## src/rtl/eeg_pkg.sv

```systemverilog
// Shared types and constants for the EEG window/std-dev feature path.
package eeg_pkg;

  localparam int FRAC_BITS = 12;
  localparam int INT_BITS  = 5;
  localparam int STD_WIDTH = 19;

  typedef logic signed [17:0] sample_t;

  typedef enum logic [2:0] {
    IDLE,
    FILL,
    MEAN_DIV,
    REPLAY,
    FLUSH,
    WAIT_SQRT
  } seq_state_e;

endpackage

```

## src/rtl/seq_divider.sv

```systemverilog
// Unsigned restoring divider, one quotient bit per cycle; done pulses once
// NW cycles after the start cycle.
module seq_divider #(
  parameter int NW = 26,
  parameter int DW = 8
) (
  input  logic          clk,
  input  logic          reset_n,
  input  logic          start,
  input  logic [NW-1:0] dividend,
  input  logic [DW-1:0] divisor,
  output logic [NW-1:0] quotient,
  output logic          done
);

  localparam int CW = $clog2(NW + 1);

  logic [DW-1:0] rem;
  logic [NW-1:0] quo;
  logic [CW-1:0] cnt;
  logic          run;
  logic [DW:0]   shifted;
  logic [DW-1:0] diff;
  logic          fits;

  // Partial remainder stays below divisor, so the difference fits DW bits.
  assign shifted  = {rem, quo[NW-1]};
  assign fits     = shifted >= {1'b0, divisor};
  assign diff     = shifted[DW-1:0] - divisor;
  assign quotient = quo;

  always_ff @(posedge clk or negedge reset_n) begin
    if (!reset_n) begin
      rem  <= '0;
      quo  <= '0;
      cnt  <= '0;
      run  <= 1'b0;
      done <= 1'b0;
    end else begin
      done <= 1'b0;
      if (start) begin
        rem <= '0;
        quo <= dividend;
        cnt <= CW'(NW);
        run <= 1'b1;
      end else if (run) begin
        rem <= fits ? diff : shifted[DW-1:0];
        quo <= {quo[NW-2:0], fits};
        cnt <= cnt - 1'b1;
        if (cnt == CW'(1)) begin
          run  <= 1'b0;
          done <= 1'b1;
        end
      end
    end
  end

endmodule

```

## src/rtl/eeg_window_sequencer.sv

```systemverilog
// Buffers one EEG window, computes its mean, replays it into std_calc and
// republishes the resulting standard deviation.
module eeg_window_sequencer
  import eeg_pkg::*;
#(
  parameter int DATA_WIDTH = 18,
  parameter int ADDR_WIDTH = 8,
  parameter int START_GAP  = 4
) (
  input  logic                  clk,
  input  logic                  reset_n,
  input  logic                  sample_valid,
  input  logic [DATA_WIDTH-1:0] sample,
  input  logic [ADDR_WIDTH-1:0] window_len,
  output logic                  busy,
  output logic                  overrun,
  output logic                  start,
  output logic [DATA_WIDTH-1:0] eeg,
  output logic [DATA_WIDTH-1:0] mean,
  output logic [ADDR_WIDTH-1:0] count,
  output logic                  complete_acc,
  input  logic                  complete_sqrt,
  input  logic [STD_WIDTH-1:0]  std_dev_in,
  output logic [STD_WIDTH-1:0]  std_out,
  output logic                  std_valid
);

  localparam int SW    = DATA_WIDTH + ADDR_WIDTH;
  localparam int DEPTH = 2 ** ADDR_WIDTH;
  localparam int GW    = (START_GAP > 1) ? $clog2(START_GAP) : 1;
  localparam logic [ADDR_WIDTH-1:0] ONE        = ADDR_WIDTH'(1);
  localparam logic [GW-1:0]         GAP_RELOAD = GW'(START_GAP - 1);

  seq_state_e state, state_n;

  logic [DATA_WIDTH-1:0] mem [DEPTH];
  logic [ADDR_WIDTH-1:0] wr_ptr, rd_ptr, eff_len;
  logic signed [SW-1:0]  sum, sample_ext;
  logic [SW-1:0]         sum_abs, div_quo;
  logic [GW-1:0]         gap;
  logic                  div_start, div_done;
  logic accept_first, accept, fill_done, mean_load, issue, fire_acc, fire_std, drop;

  // Short windows clamp to 2 so std_calc never divides by count-1 = 0.
  assign eff_len    = (window_len < ADDR_WIDTH'(2)) ? ADDR_WIDTH'(2) : window_len;
  assign sample_ext = {{ADDR_WIDTH{sample[DATA_WIDTH-1]}}, sample};
  assign sum_abs    = sum[SW-1] ? $unsigned(-sum) : $unsigned(sum);
  assign busy       = (state != IDLE);

  seq_divider #(.NW(SW), .DW(ADDR_WIDTH)) u_div (
    .clk      (clk),
    .reset_n  (reset_n),
    .start    (div_start),
    .dividend (sum_abs),
    .divisor  (count),
    .quotient (div_quo),
    .done     (div_done)
  );

  always_ff @(posedge clk or negedge reset_n) begin
    if (!reset_n) state <= IDLE;
    else          state <= state_n;
  end

  always_comb begin
    state_n      = state;
    accept_first = 1'b0;
    accept       = 1'b0;
    fill_done    = 1'b0;
    mean_load    = 1'b0;
    issue        = 1'b0;
    fire_acc     = 1'b0;
    fire_std     = 1'b0;
    drop         = 1'b0;
    case (state)
      IDLE: begin
        if (sample_valid) begin
          accept_first = 1'b1;
          state_n      = FILL;
        end
      end
      FILL: begin
        if (sample_valid) begin
          accept = 1'b1;
          if (wr_ptr == count - ONE) begin
            fill_done = 1'b1;
            state_n   = MEAN_DIV;
          end
        end
      end
      MEAN_DIV: begin
        drop = sample_valid;
        if (div_done) begin
          mean_load = 1'b1;
          state_n   = REPLAY;
        end
      end
      REPLAY: begin
        drop = sample_valid;
        if (gap == '0) begin
          issue = 1'b1;
          if (rd_ptr == count - ONE) state_n = FLUSH;
        end
      end
      FLUSH: begin
        drop = sample_valid;
        if (gap == '0) begin
          fire_acc = 1'b1;
          state_n  = WAIT_SQRT;
        end
      end
      WAIT_SQRT: begin
        drop = sample_valid;
        if (complete_sqrt) begin
          fire_std = 1'b1;
          state_n  = IDLE;
        end
      end
      default: state_n = IDLE;
    endcase
  end

  always_ff @(posedge clk) begin
    if (accept_first)  mem[0]      <= sample;
    else if (accept)   mem[wr_ptr] <= sample;
  end

  always_ff @(posedge clk or negedge reset_n) begin
    if (!reset_n) begin
      start        <= 1'b0;
      complete_acc <= 1'b0;
      std_valid    <= 1'b0;
      div_start    <= 1'b0;
      overrun      <= 1'b0;
      count        <= '0;
      sum          <= '0;
      wr_ptr       <= '0;
      rd_ptr       <= '0;
      gap          <= '0;
      eeg          <= '0;
      mean         <= '0;
      std_out      <= '0;
    end else begin
      start        <= issue;
      complete_acc <= fire_acc;
      std_valid    <= fire_std;
      div_start    <= fill_done;
      if (accept_first) begin
        count   <= eff_len;
        sum     <= sample_ext;
        wr_ptr  <= ONE;
        overrun <= 1'b0;
      end else if (accept) begin
        sum    <= sum + sample_ext;
        wr_ptr <= wr_ptr + ONE;
      end
      if (drop) overrun <= 1'b1;
      // Sign is reapplied to the magnitude quotient: truncation toward zero.
      if (mean_load) begin
        mean   <= sum[SW-1] ? DATA_WIDTH'(-div_quo) : DATA_WIDTH'(div_quo);
        rd_ptr <= '0;
        gap    <= '0;
      end
      if (issue) begin
        eeg    <= mem[rd_ptr];
        rd_ptr <= rd_ptr + ONE;
        gap    <= GAP_RELOAD;
      end else if (gap != '0) begin
        gap <= gap - 1'b1;
      end
      if (fire_std) std_out <= std_dev_in;
    end
  end

endmodule

```

## config.mk

```make
export PLATFORM = sky130hd
export DESIGN_NAME = eeg_window_sequencer
export DESIGN_NICKNAME = d
export VERILOG_FILES = /design/src/rtl/eeg_pkg.sv /design/src/rtl/seq_divider.sv /design/src/rtl/eeg_window_sequencer.sv
export SDC_FILE = /design/constraint.sdc
export NUM_CORES = 2
export LEC_CHECK = 0
export ABC_CLOCK_PERIOD_IN_PS = 4700
export CAP_MARGIN = 10
export CORE_MARGIN = 5
export CORE_UTILIZATION = 50
export DETAILED_ROUTE_END_ITERATION = 8
export GPL_ROUTABILITY_DRIVEN = 1
export PLACE_DENSITY = 0.62
export SLEW_MARGIN = 40
export SYNTH_ARGS = -nofsm -noshare
export SYNTH_HDL_FRONTEND = slang
export SYNTH_MEMORY_MAX_BITS = 65536
export SYNTH_SLANG_ARGS = --single-unit
```

## constraint.sdc

```tcl
create_clock -name clk -period 4.7 [get_ports clk]
set_clock_uncertainty 0.05 [all_clocks]
set_input_delay 0.94 -clock clk [delete_from_list [all_inputs] [get_ports clk]]
set_output_delay 0.94 -clock clk [all_outputs]
set_load 0.02 [all_outputs]
```

# After elaboration in Yosys (flattened, before gate mapping)
# Memories as Yosys holds them, arrays and structs flattened. A register that Yosys moved wholly into a read port is not among the register bits.
# Cells that the tools add are included.
dict set report totals {
  ram_bits 4608
  register_bits 138
  wordCells 117
  inputBits 49
  memories 1
  out_inout_bits 68
}
dict set report op_classes {
  n_eq_ne 16
  addsub 9
  muxes 58
  n_reduce_logical 13
  order_cmp 2
}
# name words word_bits read_ports rd_ports_with_merged_regs wr line_no
set memory_table {}
lappend memory_table {mem 256 18 1 1 1 eeg_window_sequencer.sv:36} ;# logic [DATA_WIDTH-1:0] mem [DEPTH];
# cell count
set op_table {}
lappend op_table {{two-way mux 26 bit} 5}
lappend op_table {{two-way mux 8 bit} 9}
lappend op_table {{two-way mux 18 bit} 2}
lappend op_table {{two-way mux 1 bit} 28}
lappend op_table {{adder 26 x 18 -> 26 bit} 1}
lappend op_table {{negator 26 bit} 1}
lappend op_table {{two-way mux 3 bit} 8}
lappend op_table {{negator 18 bit} 1}
lappend op_table {{case mux 3 bit (6 select lines)} 1}
lappend op_table {{OR reduction 18 bit} 1}
lappend op_table {{adder 8 x 1 -> 8 bit, second input constant} 2}
lappend op_table {{== test 8 bit} 2}
lappend op_table {{!= test 2 bit, second input constant} 7}
lappend op_table {{two-way mux 5 bit} 2}
lappend op_table {{nonzero test 2 bit} 5}
lappend op_table {{greater-or-equal comparator 9 x 8 -> 1 bit} 1}
lappend op_table {{< comparator 8 x 2 -> 1 bit, second input constant} 1}
lappend op_table {{AND reduction 8 bit} 1}
lappend op_table {{subtractor 8 x 1 -> 8 bit, second input constant} 1}
lappend op_table {{subtractor 8 bit} 1}
lappend op_table {{== test 3 x 2 -> 1 bit, second input constant} 2}
lappend op_table {{== test 3 bit, second input constant} 2}
lappend op_table {{two-way mux 2 bit} 3}
lappend op_table {{nonzero test 3 bit} 2}
lappend op_table {{9 further kinds} 9}

# Depth between registers and ports, before layout
dict set report logic_depth {
  depth_word 7
  ltp_mapped 13
  ltp_nobuf 10
}

# Modules after synthesis
# A second synthesis with hierarchy kept.
dict set report unflattened {
  hier_cells 9519
  area_unflattened_um2 187614.9
}
# mod seq_area_each_um2 instances cells_each area_per_inst_um2
set modules_own_cells {}
lappend modules_own_cells {eeg_window_sequencer 141250.5 1 9265 185245.2}
lappend modules_own_cells {seq_divider 1026.0 1 254 2369.8}

# Least setup slack after synthesis
# No wires, ideal clock.
dict set report synth_timing {
  kind {input to register}
  startpoint {input sample_valid}
  endpoint {memory mem[208][0], enable pin}
  stages 7
  slack_ns 1.269
  t_arrival_ns 2.989
  n_path_buf 1
  setup_ns 0.393
  t_required_ns 4.257
  cell_sequence {inv_1 -> nor3_1 -> nand2_1 -> nor3b_1 -> nand3_1 -> clkbuf_1 -> nor2_1}
}
dict set report synth_between {
  elab_chain_cells 7
  elab_cells_between_ends 11
  cone_classes {10 x mux; 1 x reduce/logical}
}
# element line_no
set synth_rtl {}
lappend synth_rtl {{from (decl)} eeg_window_sequencer.sv:12} ;# input logic sample_valid,
lappend synth_rtl {{two-way mux 1 bit *} {eeg_window_sequencer.sv:77, eeg_window_sequencer.sv:83}}
lappend synth_rtl {{two-way mux 1 bit} eeg_window_sequencer.sv:75} ;# case (state)
lappend synth_rtl {{two-way mux 1 bit} eeg_window_sequencer.sv:125} ;# else if (accept) mem[wr_ptr] <= sample;
lappend synth_rtl {{two-way mux 1 bit} eeg_window_sequencer.sv:124} ;# if (accept_first) mem[0] <= sample;
lappend synth_rtl {{two-way mux 1 bit (not written as such)} eeg_window_sequencer.sv:125}
lappend synth_rtl {{OR reduction 18 bit (no line)} -}
lappend synth_rtl {{two-way mux 8 bit (no line) or two-way mux 1 bit (tied branches)} -}
lappend synth_rtl {{to (decl)} eeg_window_sequencer.sv:36}
# Mark *: on every way between the ends. The rest lies on a longest branch, timed or not.

==> out/summary.txt <==
POWER
---------------------------------------------------------------------------------------
Power per Cell Area ......................................................  554 nW/um^2
Leakage power figure .....................................................      67.4 nW
Total power draw .........................................................       118 mW
Worst vdd ir .............................................................     0.375 mV

CTS
---------------------------------------------------------------------------------------
Num CTS Buffers ..........................................................          469
Root buf cell ............................................................ sky130_fd_sc_hd__clkbuf_16
Count of H-tree levels built during CTS ..................................            5
Sink Count ...............................................................         4764
Clock tree from TritonCTS ................................................        built
Resize count post-CTS ....................................................            0
Clock insertion delay at the later pin of the skew report ................      1.01 ns
Clock slew at the register clock pins of the worst setup and hold paths ..      0.06 ns
Clock Tree Buf Depth .....................................................            4

TIMING
---------------------------------------------------------------------------------------
Final setup margin .......................................................     0.131 ns
Finish-stage setup viols .................................................            0
Highest Clock Rate .......................................................    0.219 GHz
Count of final max-slew check failures ...................................            0
Transition time of the tightest slew-check pin ...........................     0.923 ns
Final Hold Viols .........................................................            0
Relative max-transition margin ...........................................        38.4%
Final worst hold slack ...................................................     0.159 ns
Unrepaired setup endpoints after global routing ..........................           no
Minimum clock period .....................................................      4.57 ns
Final clock period utilization by the worst path .........................        97.2%
Final-layout setup total negative slack ..................................         0 ns

WORST SETUP PATH
---------------------------------------------------------------------------------------
Startpoint of the most critical register-to-register path ................    rd_ptr[0]
Critical path type .......................................................   reg -> reg
First element of the critical path .......................................    rd_ptr[0]
Arr. time, crit path .....................................................      5.25 ns
Type of element capturing the critical path ..............................         flop
Nature of the critical path startpoint ...................................         flop
Worst endpoint required time .............................................      5.39 ns
Max Fanout on Critical Path ..............................................           33

YOSYS
---------------------------------------------------------------------------------------
#FFs+latches synth .......................................................         4764
Dominant cell type by area after synthesis ............................... sky130_fd_sc_hd__edfxtp_1
Number of warnings reported in the yosys synthesis log ...................            0
Largest cells by area after synthesis .................................... sky130_fd_sc_hd__edfxtp_1 (75%), sky130_fd_sc_hd__mux4_2 (14%), sky130_fd_sc_hd__dfrtp_1 (2.1%), sky130_fd_sc_hd__mux2i_1 (0.87%), sky130_fd_sc_hd__nor2_1 (0.70%)
Mapped Area .............................................................. 184000 sq um
Most used flip-flop cell after synthesis ................................. sky130_fd_sc_hd__edfxtp_1
Total nets after synthesis ...............................................         8621
Number of synthesized flops with an enable pin ...........................         4608
Share of the synthesized area in the top cell type .......................        75.1%
Avg Inst Size Synth ......................................................   21.6 sq um
Number of unique standard cell types used by synthesis ...................           80
Share of the yosys chip area belonging to registers ......................        77.2%
Gate count of the mapped netlist .........................................         8530
Share of flip-flops with an asynchronous set or reset after synthesis ....        3.27%

DIE
---------------------------------------------------------------------------------------
Placeable core area ...................................................... 368000 sq um
Die Wd ...................................................................  617 microns
Starting Density .........................................................        50.1%
Top-level I/O count ......................................................          117
Die area ................................................................. 381000 sq um
Num rows .................................................................          223
Vertical extent of the die ...............................................  617 microns

GLOBAL ROUTE
---------------------------------------------------------------------------------------
Largest net degree at the start of global routing ........................          152
Vias in the first global route ...........................................        92500
Number of antenna violations at the first check in global routing ........           24
Overall Global Routing Usage .............................................        26.7%
First-pass GRT wire length ...............................................       721 mm
Overflow after GRT .......................................................            0

LAYOUT
---------------------------------------------------------------------------------------
Total number of nets in the final design .................................         9390
Number of filler instances in the final layout ...........................        26300
Signed area change from the synthesized netlist to the final layout ......        15.0%
Design area .............................................................. 212000 sq um
Non-filler instance count after layout ...................................        14500
Ratio of cells with drive above 1 in the final layout ....................        29.0%
Area taken by multi-input logic gates ....................................  40500 sq um
Final core area utilization ..............................................        57.6%
Sequential cell area ..................................................... 142000 sq um

WORST HOLD PATH
---------------------------------------------------------------------------------------
Worst hold-check path type ...............................................    in -> reg
Min-Delay Startpoint .....................................................    sample[5]

PLACE
---------------------------------------------------------------------------------------
Buffers on Ports .........................................................          116
GP Congestion ............................................................        0.886
Cell Count Post-Placement ................................................        13700
Post-DP Area ............................................................. 196000 sq um
Estimated wirelength of the detail-placed design .........................       323 mm
DP Worst Slack ...........................................................    0.0555 ns

DETAILED ROUTING
---------------------------------------------------------------------------------------
Total number of vias .....................................................        93600
Per-cell routed wire length .............................................. 35.3 microns
Number of violations reported at the end of detailed-routing iteration 0 .        12500
Detailed Routing Iterations Pass 1 .......................................            7
Total detailed-routing wirelength ........................................       513 mm
Residual antenna-violating net count after detailed routing ..............            0
Post-route DRC ...........................................................            0
Mean number of vias per cell .............................................         6.44

JOB
---------------------------------------------------------------------------------------
Maxcap violations ........................................................            0

RUN STATUS
---------------------------------------------------------------------------------------
Outcome .................................................................. complete, no violations

cells by family (layout without fill, tap and decap cells):
kind of cell    Yosys count  in the layout  share of synthesized area, %
compound gates          945            945                          3.72
simple gates            820            820                          1.98
flops                  4764           4764                          77.2
fa+ha+maj                42             42                         0.293
mux                    1332           1332                          15.2
buf+inv                 547           1708                          1.26
xor+xnor                 80             80                         0.410
other cells               0             14                             0
cells in the mapped netlist (41+ instances only):
cell and count:
sky130_fd_sc_hd__mux2i_1 161, sky130_fd_sc_hd__o21ai_0 138, sky130_fd_sc_hd__a221oi_1 129, sky130_fd_sc_hd__a22oi_1 122, sky130_fd_sc_hd__nand2_1 219, sky130_fd_sc_hd__o22ai_1 111, sky130_fd_sc_hd__a211o_1 46, sky130_fd_sc_hd__dfrtp_1 156
sky130_fd_sc_hd__clkbuf_1 294, sky130_fd_sc_hd__nor2_1 346, sky130_fd_sc_hd__edfxtp_1 4608, sky130_fd_sc_hd__inv_1 45, sky130_fd_sc_hd__xnor2_1 50, sky130_fd_sc_hd__a22o_1 130, sky130_fd_sc_hd__nor3_1 44, sky130_fd_sc_hd__mux4_2 1167
sky130_fd_sc_hd__a21oi_1 90, sky130_fd_sc_hd__nand3_1 69, sky130_fd_sc_hd__buf_1 44, sky130_fd_sc_hd__a31oi_1 41, sky130_fd_sc_hd__buf_2 142
layout make-up:
type                       instances  share of cell area [%]
tap                             4837                    2.85
clock inverter                   287                    1.46
multi-input combinational       3219                    19.1
timing repair buffer             799                    3.63
clock buffer                     576                    5.77
sequential                      4764                    67.1
inverter                          46                  0.0850
antenna                           14                  0.0165
cells in the final DEF, fill, tap and decap left out, drive strengths merged, types with 111 or more instances in the layout:
cell type,instances
edfxtp,4608
mux4,1167
buf,698
clkbuf,579
nor2,346
nand2,219
clkinv,197
mux2i,161
dfrtp,156
o21ai,144
a22o,130
a221oi,129
a22oi,122
o22ai,111
worst max-delay path, stage by stage, from the launching register on:
cell	delay (ns)
sky130_fd_sc_hd__dfrtp_4	0.56
sky130_fd_sc_hd__buf_12	0.35
sky130_fd_sc_hd__buf_12	0.35
sky130_fd_sc_hd__buf_4	0.31
sky130_fd_sc_hd__mux4_2	0.56
sky130_fd_sc_hd__a22oi_1	0.37
sky130_fd_sc_hd__a31oi_1	0.28
sky130_fd_sc_hd__a221o_1	0.50
sky130_fd_sc_hd__nor3_1	0.49
sky130_fd_sc_hd__nand3_1	0.41
sequential cells by signal, summed over array words and instances, names as in the netlist, 18 cells and up:
| register | cells |
|---|---|
| mean | 18 |
| sum | 26 |
| eeg | 18 |
| std_out | 19 |
| u_div.quotient | 26 |
| mem | 4608 |
path summary, 6_finish.rpt:
kind                                     to  slack (ns)  depth (start not counted)
worst max-delay path                 eeg[4]        0.13                          9
worst min-delay path            mem[141][5]        0.16                          1
worst max register to register       eeg[4]        0.13                          9
worst min register to register       gap[0]        0.42                          1
max in group asynchronous         rd_ptr[0]        2.96                          3
min in group asynchronous          mean[17]        0.50                          2
layer usage:
metal	global-route usage, %	vias to the layer above	wire (microns)
met5	0	-	92
met4	8.57	12	19300
met3	5.55	763	51300
met2	41.8	5077	243000
met1	38.3	50000	200000
li1	-	37700	-
where the power goes:
group	internal, mW	total (mW)	switching, mW
sequential	47.1	48.3	1.15
combinational	13.7	31.8	18.2
clock	21.4	37.5	16.0
what timing repair did:
| action | 4_1_cts | 5_1_grt |
|---|---|---|
| setup buffers | 0 | 0 |
| hold endpoints to repair | 60 | 0 |
| hold buffers | 1 | 0 |
Power figures use the tool's default switching activity.
